$ cat config.mk
export PLATFORM = sky130hd
export DESIGN_NAME = store_result_monitor
export DESIGN_NICKNAME = d
export VERILOG_FILES = /design/src/rtl/store_result_monitor.sv
export SDC_FILE = /design/constraint.sdc
export NUM_CORES = 1
export LEC_CHECK = 0
export ABC_CLOCK_PERIOD_IN_PS = 1600
export CORE_ASPECT_RATIO = 1.1
export CORE_UTILIZATION = 40
export CTS_BUF_LIST = sky130_fd_sc_hd__clkbuf_16
export CTS_CLUSTER_SIZE = 12
export DETAILED_ROUTE_END_ITERATION = 10
export GPL_ROUTABILITY_DRIVEN = 0
export PLACE_DENSITY_LB_ADDON = 0.05
export SYNTH_ARGS = -nofsm -noshare
export SYNTH_HDL_FRONTEND = slang
export SYNTH_SLANG_ARGS = --single-unit
export TNS_END_PERCENT = 30
$ cat constraint.sdc
create_clock -name clk -period 1.6 [get_ports clk]
set_input_delay 0.16 -clock clk [delete_from_list [all_inputs] [get_ports clk]]
set_output_delay 0.16 -clock clk [all_outputs]
set_load 0.005 [all_outputs]
$ cat src/rtl/store_result_monitor.sv
`default_nettype none
// ============================================================================
// Module      : store_result_monitor
// Description : Registered pass/fail verdict monitor for the data-memory
//               write port of the pipelined MIPS core. Once armed it watches
//               every store. A store of PASS_DATA to PASS_ADDR passes. A
//               store to ALLOW_ADDR is legal scratch traffic and is counted.
//               Any other store fails. A watchdog fails the run if no store
//               arrives by the last permitted cycle.
//
// Ports
//   clk          in   rising-edge clock
//   reset        in   asynchronous active-low reset
//   arm          in   leave IDLE and start monitoring
//   memwrite     in   data-memory write strobe from core
//   dataadr      in   [31:0] write address from core
//   writedata    in   [31:0] write data from core
//   done         out  verdict reached (sticky until reset)
//   pass         out  verdict is pass (valid while done=1)
//   fail_code    out  [1:0] 00 none, 01 illegal addr, 10 bad data, 11 timeout
//   store_count  out  [CNT_W-1:0] ALLOW_ADDR stores seen in RUN (saturating)
//   cycle_count  out  [CNT_W-1:0] clock edges spent in RUN (saturating)
//   last_adr     out  [31:0] address of most recent monitored store
//   last_data    out  [31:0] data of most recent monitored store
//
// Revision    : 1.0  initial release
// ============================================================================
module store_result_monitor #(
    parameter logic [31:0] PASS_ADDR      = 32'd84,
    parameter logic [31:0] PASS_DATA      = 32'd8781,
    parameter logic [31:0] ALLOW_ADDR     = 32'd80,
    parameter int          TIMEOUT_CYCLES = 1000,
    parameter int          CNT_W          = 16
) (
    input  logic             clk,
    input  logic             reset,
    input  logic             arm,
    input  logic             memwrite,
    input  logic [31:0]      dataadr,
    input  logic [31:0]      writedata,
    output logic             done,
    output logic             pass,
    output logic [1:0]       fail_code,
    output logic [CNT_W-1:0] store_count,
    output logic [CNT_W-1:0] cycle_count,
    output logic [31:0]      last_adr,
    output logic [31:0]      last_data
);

    typedef enum logic [1:0] {
        ST_IDLE = 2'd0,
        ST_RUN  = 2'd1,
        ST_PASS = 2'd2,
        ST_FAIL = 2'd3
    } state_t;

    localparam logic [1:0] C_FC_NONE    = 2'b00;
    localparam logic [1:0] C_FC_ILLEGAL = 2'b01;
    localparam logic [1:0] C_FC_BADDATA = 2'b10;
    localparam logic [1:0] C_FC_TIMEOUT = 2'b11;

    localparam logic [CNT_W-1:0] C_ONE       = CNT_W'(1);
    localparam logic [CNT_W-1:0] C_ALL_ONES  = '1;
    // Compared against the count *before* the edge, so the verdict lands on
    // the TIMEOUT_CYCLES-th RUN edge with cycle_count showing TIMEOUT_CYCLES.
    localparam logic [CNT_W-1:0] C_LAST_EDGE = CNT_W'(TIMEOUT_CYCLES - 1);

    state_t           r_state,      w_nextState;
    logic             r_done,       w_nextDone;
    logic             r_pass,       w_nextPass;
    logic [1:0]       r_failCode,   w_nextFailCode;
    logic [CNT_W-1:0] r_storeCount, w_nextStoreCount;
    logic [CNT_W-1:0] r_cycleCount, w_nextCycleCount;
    logic [31:0]      r_lastAdr,    w_nextLastAdr;
    logic [31:0]      r_lastData,   w_nextLastData;

    always_ff @(posedge clk or negedge reset) begin
        if (!reset) begin
            r_state      <= ST_IDLE;
            r_done       <= 1'b0;
            r_pass       <= 1'b0;
            r_failCode   <= C_FC_NONE;
            r_storeCount <= '0;
            r_cycleCount <= '0;
            r_lastAdr    <= '0;
            r_lastData   <= '0;
        end else begin
            r_state      <= w_nextState;
            r_done       <= w_nextDone;
            r_pass       <= w_nextPass;
            r_failCode   <= w_nextFailCode;
            r_storeCount <= w_nextStoreCount;
            r_cycleCount <= w_nextCycleCount;
            r_lastAdr    <= w_nextLastAdr;
            r_lastData   <= w_nextLastData;
        end
    end

    always_comb begin
        // Default: hold everything. IDLE and the terminal states rely on this.
        w_nextState      = r_state;
        w_nextDone       = r_done;
        w_nextPass       = r_pass;
        w_nextFailCode   = r_failCode;
        w_nextStoreCount = r_storeCount;
        w_nextCycleCount = r_cycleCount;
        w_nextLastAdr    = r_lastAdr;
        w_nextLastData   = r_lastData;

        case (r_state)
            ST_IDLE: begin
                // A store on the arming edge is deliberately not monitored.
                if (arm) begin
                    w_nextState = ST_RUN;
                end
            end

            ST_RUN: begin
                if (r_cycleCount != C_ALL_ONES) begin
                    w_nextCycleCount = r_cycleCount + C_ONE;
                end

                if (memwrite) begin
                    w_nextLastAdr  = dataadr;
                    w_nextLastData = writedata;
                    // PASS_ADDR is checked first so that it wins if it is
                    // misconfigured to equal ALLOW_ADDR.
                    if (dataadr == PASS_ADDR) begin
                        w_nextDone = 1'b1;
                        if (writedata == PASS_DATA) begin
                            w_nextState    = ST_PASS;
                            w_nextPass     = 1'b1;
                            w_nextFailCode = C_FC_NONE;
                        end else begin
                            w_nextState    = ST_FAIL;
                            w_nextFailCode = C_FC_BADDATA;
                        end
                    end else if (dataadr == ALLOW_ADDR) begin
                        if (r_storeCount != C_ALL_ONES) begin
                            w_nextStoreCount = r_storeCount + C_ONE;
                        end
                    end else begin
                        w_nextState    = ST_FAIL;
                        w_nextDone     = 1'b1;
                        w_nextFailCode = C_FC_ILLEGAL;
                    end
                end else if (r_cycleCount == C_LAST_EDGE) begin
                    w_nextState    = ST_FAIL;
                    w_nextDone     = 1'b1;
                    w_nextFailCode = C_FC_TIMEOUT;
                end
            end

            default: begin
                // ST_PASS / ST_FAIL: terminal, everything frozen until reset.
            end
        endcase
    end

    assign done        = r_done;
    assign pass        = r_pass;
    assign fail_code   = r_failCode;
    assign store_count = r_storeCount;
    assign cycle_count = r_cycleCount;
    assign last_adr    = r_lastAdr;
    assign last_data   = r_lastData;

endmodule
`default_nettype wire

==> impl_metrics.ini <==
[clocking]
clk_latency_ps = 340
cts_buffers = 9
clock-sinks = 102
cts_tree = built
htreeDepth = 3
cts_root_buffer = clkbuf_16
clock_path_buffers = 2
clkTransAtPathRegs_ps = 70

[synthesis]
synthTopCellsByArea = dfrtp_1 58%, nand2_1 18%, xnor2_1 4.2%, nand4_1 2.3%, nor4_4 1.9%
syn_nets = 528
synth-warning-count = 0
syn_area_per_cell_sq_um = 9.641
synth_top_area_cell = dfrtp_1
synth-seq-cells = 102
syn-cell-area_sq_um = 4415
ys_seq_area_frac = 0.5781
synth_edf_count = 0
synth_top_area_frac = 0.5781
synthCells = 458
synth_top_flop_cell = dfrtp_1
synthArstFlopShare = 1.000
yosysUniqueCellTypes = 42

[detailed_routing]
via_per_inst = 4.867
vias = 4093
firstDrtPassIters = 4
drt_iter0_markers = 116
drc = 0
wl_per_cell_microns = 14.51
drtAntennaViolNets = 0
wl_mm = 12.20

[timing]
holdWs_ps = 106.4
setup_ws_ps = -233.2
slew_viol_final = 0
min_period_over_period = 1.146
max_slew_margin = 0.6084
worst_clock_skew_ps = 4.296
setup_viol = 28
rsz0062_at_grt = true
tightest_slew_ps = 582.1
fmax_ghz = 0.5455
tns_ps = -2921
period_needed_ps = 1833
hold_violations = 0

[placement]
hpwlAfterDp_mm = 9.029
place_area_sq_um = 6756
io_buffers = 167

[global_routing]
grt_pass1_wl_mm = 19.79
track_usage = 0.2250
busiest_layer = met2
use_met2 = 0.3821
grt_pass1_vias = 4134
met3_usage = 0.06289
gr-total-overflow = 0
use_met1 = 0.2663
antenna_found_initial = 0
grt_max_degree = 67

[floorplanning]
initial_utilization = 0.4189
core_area_sq_um = 10540
num_rows = 39
die_area_sq_um = 11460
pin_count = 168
fp.dieH_microns = 112.2
die_w_microns = 102.2

[cells_and_area]
multi_input_area_sq_um = 1899
design_area_sq_um = 7167
fin_nets = 764
antenna_cells = 0
layout_commonest_cell = nand2_1
drive_gt1_frac = 0.1619
areaGrowthSynthToFinish_pct = 62.31
register_area_sq_um = 2552
final_cell_mix = 206 x nand2_1, 143 x clkdlybuf4s50_1, 102 x dfrtp_1
fillerInstances = 879

[critical_path]
path_max_fanout = 5
worstPathArrival_ps = 2060
r2r_cells = 5
r2r_start = r_state[1]
path_class = flip-flop to flip-flop
worstPathRequired_ps = 1830
r2r_slack_ps = -230
worstSetupEndpointType = flip-flop
timing.rr.end = store_count[12]
startpoint_type = flip-flop

[job]
cap_violations = 0

[run_status]
outcome = finished, violations left
violations = negative setup slack

[pwr]
powerDensity_nw_per_um2 = 888.1
ir_drop_uv = 598.0
p_leak_nw = 3.375

[min_path]
hold_start = dataadr[22]
hp-class = input pin to flip-flop
holdPathEnd = last_adr[22]
holdPathStages = 3
-- synth_stat cells (2+ instances only) --
master,number
mux2_1,4
nor4bb_1,2
nor4_1,13
nand3_1,14
clkbuf_1,12
nand2b_1,3
nand2_1,207
nor4b_1,2
nand4_1,16
nor2_1,7
xnor2_1,21
ha_1,2
and3_1,4
buf_1,3
nor3_1,3
xor2_1,7
a31o_1,2
dfrtp_1,102
and4_1,3
a21oi_1,2
nand3b_1,2
nor4_4,4
inv_1,4
-- worst max-delay path, stage by stage, from the launching register on --
cell and delay [ps]:
dfrtp_1 380, nand3b_1 170, or4_4 540, nor4_4 270, nand3_1 180, xnor2_1 170
-- where the power goes --
group / leakage [nW] / switching (W) / internal (W)
Clock: 0.127 / 0.000921 / 0.00103
Combinational: 1.93 / 0.000498 / 0.000867
Sequential: 1.32 / 0.000172 / 0.00288
Total: 3.37 / 0.00159 / 0.00477
-- worst max-delay path by stage --
stage / start / to / slack (ps) / cells past startpoint
after detailed placement: dataadr[17] / store_count[12] / -760 / 8
final: r_state[1] / store_count[12] / -230 / 5
after global routing: r_state[1] / store_count[12] / -290 / 5
after floorplan: store_count[0] / store_count[12] / -150 / 6
after global placement: dataadr[13] / store_count[8] / -690 / 7
after CTS: r_state[1] / store_count[12] / -240 / 5
-- cell families after synthesis --
group	count (synthesis)	synth area share
adder cells (fa/ha/maj)	2	0.005666
flip-flops	102	0.5781
AO/OA/AOI/OAI	11	0.02069
multiplexers	4	0.01020
XOR/XNOR	28	0.05554
buffers and inverters	20	0.01785
AND/OR/NAND/NOR	291	0.3120
-- layout make-up --
class | instances | share of cell area
clock buffers | 9 | 0.03142
clock inverters | 6 | 0.004714
inverters | 4 | 0.002095
multi-input cells | 336 | 0.2650
flip-flops and latches | 102 | 0.3561
well taps | 143 | 0.02497
repair buffers | 241 | 0.3156
-- sequential cells by signal, indices dropped and copies added, names as in the netlist --
signal	count
last_data	32
fail_code	2
cycle_count	16
pass	1
r_state	2
last_adr	32
store_count	16
done	1
-- repair_timing --
| item | in CTS | in global routing |
|---|---|---|
| hold buffers | 1 | 0 |
| endpoints found under the hold margin | 45 | 0 |
| setup buffers | 6 | 0 |
| pin swaps | 20 | 7 |
| setup endpoints to repair | 34 | 79 |
| resized for setup | 47 | 16 |
-- stage by stage --
step	power [W]	util	setup slack, ps	cells
2_1_floorplan	0.003379	-	-145.6	458
3_3_place_gp	0.004419	0.6410	-690.2	821
3_5_place_dp	0.004455	0.6410	-757.0	821
4_1_cts	0.006418	0.6744	-237.3	841
5_1_grt	0.006687	0.6800	-293.7	841
6_report	0.006365	0.6800	-233.2	841
-- metal layers --
| layer | wire [microns] | vias up | share of wire |
|---|---|---|---|
| li1 | - | 1991 | - |
| met1 | 4982 | 1962 | 0.41 |
| met2 | 6198 | 122 | 0.51 |
| met3 | 781 | 18 | 0.064 |
| met4 | 238 | 0 | 0.020 |
| met5 | 0 | - | 0 |
(Power assumes the default switching activity.)
